$ cat src/rtl/wb_row_sequencer_pkg.sv
// Shared layer code and FSM state encoding for the Layer1 writeback row sequencer.
package wb_row_sequencer_pkg;

    localparam logic [3:0] LAYER1 = 4'd1;

    typedef enum logic [2:0] {
        S_IDLE  = 3'd0,
        S_RUN   = 3'd1,
        S_FLUSH = 3'd2,
        S_GAP   = 3'd3,
        S_DONE  = 3'd4
    } state_t;

endpackage

$ cat src/rtl/wb_row_sequencer.sv
// Row-by-row sequencer for the Layer1 writeback path: gates the PE groups, drives
// wb_en/FinishWB per row, counts rows and lends the BRAM32k port to readout when idle.
module wb_row_sequencer
    import wb_row_sequencer_pkg::*;
#(
    parameter int unsigned SUMS_PER_WORD = 8,
    parameter int unsigned WORDS_PER_ROW = 4,
    parameter int unsigned ROWS          = 28,
    parameter int unsigned FLUSH_CYC     = 2,
    parameter int unsigned CNT_W         = 6
) (
    input  logic       clk,
    input  logic       rst,
    input  logic       start,
    input  logic       abort,
    input  logic [3:0] Layer,
    input  logic       rd_req,
    output logic       pe_go,
    output logic       wb_en,
    output logic       FinishWB,
    output logic       rd_gnt,
    output logic       busy,
    output logic       done,
    output logic       err,
    output logic [4:0] row_idx
);

    localparam int unsigned SUM_LIMIT = WORDS_PER_ROW * SUMS_PER_WORD;
    localparam int unsigned FC_W      = (FLUSH_CYC > 1) ? $clog2(FLUSH_CYC) : 1;
    localparam int unsigned ROW_W     = 5;

    state_t           state;
    logic [CNT_W-1:0] sum_cnt;
    logic [FC_W-1:0]  flush_cnt;
    logic             aborting;

    // State and all outputs move together so every output is a flop.
    always_ff @(posedge clk or posedge rst) begin
        if (rst) begin
            state     <= S_IDLE;
            sum_cnt   <= '0;
            flush_cnt <= '0;
            aborting  <= 1'b0;
            pe_go     <= 1'b0;
            wb_en     <= 1'b0;
            FinishWB  <= 1'b0;
            rd_gnt    <= 1'b0;
            busy      <= 1'b0;
            done      <= 1'b0;
            err       <= 1'b0;
            row_idx   <= '0;
        end else begin
            done <= 1'b0;
            if (start && state != S_IDLE) begin
                err <= 1'b1;
            end

            case (state)
                S_IDLE: begin
                    rd_gnt <= rd_req;
                    // abort outranks start, even though it does nothing else here
                    if (start && !abort) begin
                        if (Layer == LAYER1) begin
                            state   <= S_RUN;
                            wb_en   <= 1'b1;
                            pe_go   <= 1'b0;
                            busy    <= 1'b1;
                            rd_gnt  <= 1'b0;
                            sum_cnt <= '0;
                            row_idx <= '0;
                        end else begin
                            err <= 1'b1;
                        end
                    end
                end

                S_RUN: begin
                    if (abort) begin
                        state    <= S_GAP;
                        aborting <= 1'b1;
                        wb_en    <= 1'b0;
                        pe_go    <= 1'b0;
                    end else if (sum_cnt == CNT_W'(SUM_LIMIT)) begin
                        state     <= S_FLUSH;
                        wb_en     <= 1'b0;
                        pe_go     <= 1'b0;
                        FinishWB  <= 1'b1;
                        flush_cnt <= '0;
                    end else begin
                        sum_cnt <= sum_cnt + CNT_W'(1);
                        pe_go   <= 1'b1;
                    end
                end

                S_FLUSH: begin
                    if (abort || flush_cnt == FC_W'(FLUSH_CYC - 1)) begin
                        state    <= S_GAP;
                        FinishWB <= 1'b0;
                        aborting <= abort;
                    end else begin
                        flush_cnt <= flush_cnt + FC_W'(1);
                    end
                end

                // One quiet cycle lets the packer clear before the next row or exit.
                S_GAP: begin
                    if (aborting) begin
                        state    <= S_IDLE;
                        busy     <= 1'b0;
                        row_idx  <= '0;
                        aborting <= 1'b0;
                    end else if (row_idx == ROW_W'(ROWS - 1)) begin
                        state <= S_DONE;
                        done  <= 1'b1;
                    end else begin
                        state   <= S_RUN;
                        row_idx <= row_idx + ROW_W'(1);
                        wb_en   <= 1'b1;
                        sum_cnt <= '0;
                    end
                end

                S_DONE: begin
                    state   <= S_IDLE;
                    busy    <= 1'b0;
                    row_idx <= '0;
                end

                default: begin
                    state    <= S_IDLE;
                    aborting <= 1'b0;
                    pe_go    <= 1'b0;
                    wb_en    <= 1'b0;
                    FinishWB <= 1'b0;
                    rd_gnt   <= 1'b0;
                    busy     <= 1'b0;
                    row_idx  <= '0;
                end
            endcase
        end
    end

endmodule
$ cat config.mk
export PLATFORM = sky130hd
export DESIGN_NAME = wb_row_sequencer
export DESIGN_NICKNAME = d
export VERILOG_FILES = /design/src/rtl/wb_row_sequencer_pkg.sv /design/src/rtl/wb_row_sequencer.sv
export SDC_FILE = /design/constraint.sdc
export NUM_CORES = 1
export LEC_CHECK = 0
export CORE_MARGIN = 2
export CORE_UTILIZATION = 35
export DETAILED_ROUTE_END_ITERATION = 16
export HOLD_SLACK_MARGIN = 0.1
export PLACE_DENSITY = 0.58
export SLEW_MARGIN = 20
export SYNTH_ARGS = -nofsm -noshare
export SYNTH_HDL_FRONTEND = slang
export SYNTH_SLANG_ARGS = --single-unit
$ cat constraint.sdc
create_clock -name clk -period 3.8 [get_ports clk]
set_input_delay 1.14 -clock clk [delete_from_list [all_inputs] [get_ports clk]]
set_output_delay 1.14 -clock clk [all_outputs]
set_load 0.03 [all_outputs]
==> results by group <==
Synthesis
  – Async set or reset register ratio after synthesis: 100%
  – Top cells by area, synth: dfrtp_1, a21oi_1, ha_1, inv_1, o21ai_0
  – Synthesized net count: 150
  – Mapped Area: 0.00132 mm2
  – Flop and latch count out of synthesis: 23
  – Most frequent cell after synthesis: dfrtp_1
  – Sequential element share of the synthesized area: 43.7%
  – Syn Area/Cell: 9.54 um2
  – Synth area leader: dfrtp_1
  – Synth Flop Type: dfrtp_1
  – Post-Syn Instances: 138
  – Cell variety after synth: 47
  – Post-synth EDFFs: 0
  – Yosys warns: 0
  – Post-synth top area share: 43.7%
  – Top cells by count, synth: dfrtp_1, inv_1, a21oi_1, nand2_1, nor2_1

Clocking
  – Clk_lat worst skew: 260 ps
  – Post-CTS setup buffers: 0
  – Clock-pin slew on the worst setup and hold paths: 70 ps
  – CTS Buf Count: 3
  – CTS root buf: clkbuf_8
  – Max H-tree Level: 1
  – CTS Sinks: 23
  – CTS-repair resized insts: 0
  – Clock tree buffer depth: 2
  – CTS tree: done
  – Hold_buf cts: 0

Pwr
  – Static Leak: 0.668 nW
  – Sw frac: 40.6%
  – PwrDens: 638 mW/mm2
  – Pint: 0.605 mW
  – P_sw: 0.413 mW
  – Sequential share of power: 40.7%
  – Worst-case vdd ir drop: 0.246 mV
  – Comb pwr share: 44.7%
  – Clock network power share: 14.6%

Worst setup path
  – Worst Path Max Fanout: 11
  – Worst path arrival time: 3060 ps
  – Crit start category: primary input
  – CP Capture Type: register
  – Reg2Reg Depth: 4
  – R2r endpoint: sum_cnt[0]$_DFFE_PP0P_
  – Setup slack, reg-to-reg: 1810 ps
  – Worst EP required: 3950 ps
  – Crit path kind: primary input to register
  – R2R Path Start: state[1]$_DFFE_PP0P_

Floorplan
  – Initial Utilization: 36.2%
  – Die X: 65.3 um
  – Die Y: 65.3 um
  – Die Area: 0.00427 mm2
  – Core Footprint: 0.00363 mm2
  – FP Rows: 22
  – Top Ports: 21

Flow run
  – Max Cap Violations: 0

Detailed routing
  – Vias post-DR: 1,123
  – Via density: 5.50
  – Top Layer Used: met4
  – Average routed wire per standard cell: 13.6 um
  – WL met3: 101 um
  – Initial DRC count: 29
  – Final wirelength: 2770 um
  – Detailed-route DRC error count: 0
  – Post-route ant nets: 0
  – M1 WL: 1300 um
  – Metal2 WL: 1330 um
  – Drt first pass iters: 4

Layout
  – Nets: 169
  – Diode count: 0
  – Fraction of layout cells with a size suffix above 1: 10.9%
  – Final instance area: 0.00160 mm2
  – Area Overhead vs Synth: 21.3%

Global routing
  – Vias in the first global route: 1,034
  – Maximum number of pins on one net before global-route repair: 24
  – All-Layer GR Usage: 14.0%
  – First-pass GRT wire length: 4640 um
  – Total gr overflow: 0
  – Initial antenna violation count: 0

Worst hold path
  – Hold/Removal Path Class: register to register
  – Hold Path Depth: 1
  – Min-delay src: err$_DFF_PP0_
  – Hold path endpoint: err$_DFF_PP0_

STA
  – Fmax: 344 MHz
  – Slew HR: 42.0%
  – Unrepaired setup endpoints after global routing: no
  – Hold Fails Final Rpt: 0
  – Skew final: 3.08 ps
  – Tightest Pin Transition: 869 ps
  – Final min period: 2910 ps
  – Setup TNS: 0 ps
  – Slew Limit Fails: 0
  – Period utilization: 76.5%
  – Setup violators final: 0

Placement
  – Dpl hpwl: 2020 um
  – RD Place Congestion: 0.855
  – Placed Area: 0.00155 mm2
  – Port Buf Inserts: 20

Run status
  – Status: finished, final reports clean
metrics by stage:
stage	setup slack, ps	hold WS [ps]	util [%]	total power, mW	instances
6_report	894	468	43.9	1.02	204
3_3_place_gp	727	439	42.7	0.876	200
3_5_place_dp	658	456	42.7	0.876	200
5_1_grt	811	490	43.9	1.09	204
2_1_floorplan	1370	489	-	0.740	138
4_1_cts	923	474	43.9	1.03	204
final cells by class:
cell class	count	area [um2]
fill	370	2040
clock buffer	4	45.0
timing repair buffer	20	200
tap	48	60.1
sequential	23	576
multi-input combinational	99	678
inverter	10	37.5
power groups by stage:
stage	clock network (mW)	registers, mW	logic, mW
final	0.149	0.414	0.455
after global routing	0.164	0.429	0.501
after CTS	0.154	0.413	0.462
after detailed placement	0	0.418	0.458
after global placement	0	0.416	0.460
after floorplan	0	0.423	0.317
worst max-delay path: stages:
cell and delay, ps:
clkdlybuf4s50_1 600, nor2b_1 410, a21oi_2 120, a2111o_1 490, mux2_2 290
registers in the layout, summed over array words and instances, names as in the netlist:
signal / cells
pe_go: 1
err: 1
busy: 1
done: 1
sum_cnt: 6
wb_en: 1
state: 3
row_idx: 5
FinishWB: 1
rd_gnt: 1
flush_cnt: 1
aborting: 1
worst max-delay path by stage:
stage                         from                endpoint  cells after the start
final                        abort  sum_cnt[0]$_DFFE_PP0P_                      5
after global routing         abort  sum_cnt[0]$_DFFE_PP0P_                      5
after CTS                    abort  sum_cnt[0]$_DFFE_PP0P_                      5
after detailed placement     abort  sum_cnt[0]$_DFFE_PP0P_                      5
after global placement       abort  sum_cnt[0]$_DFFE_PP0P_                      5
after floorplan           Layer[1]  sum_cnt[0]$_DFFE_PP0P_                      4
metal layers:
metal	track usage, %	up-vias
met5	0	-
met4	7.03	0
met3	3.08	4
met2	22.8	19
met1	17.3	555
li1	-	545
placed cells by master (no fill, tap or decap), drive strengths merged, types with 2 or more instances in the layout:
cell type and n:
a21o 3, nor2b 4, or2 2, dfrtp 23
nor4 2, a31oi 5, a22o 4, nor3 4
nor2 8, nand2b 4, xnor2 2, or3 2
nand2 9, nand3 4, and3 2, a41oi 2
o22a 2, mux2 2, clkdlybuf4s50 20, clkbuf 4
o21ai 7, inv 10, ha 3, a21oi 10
cell families (layout without fill, tap and decap cells):
kind of cell / after synthesis / after routing / synth area share, %
multiplexers: 3 / 3 / 2.47
AND/OR/NAND/NOR: 45 / 45 / 19.6
AO/OA/AOI/OAI: 46 / 46 / 25.3
adder cells (fa/ha/maj): 3 / 3 / 2.85
buffers and inverters: 16 / 34 / 4.75
flip-flops: 23 / 23 / 43.7
XOR/XNOR: 2 / 2 / 1.33
Note: power is estimated with default switching activity, not from simulation.
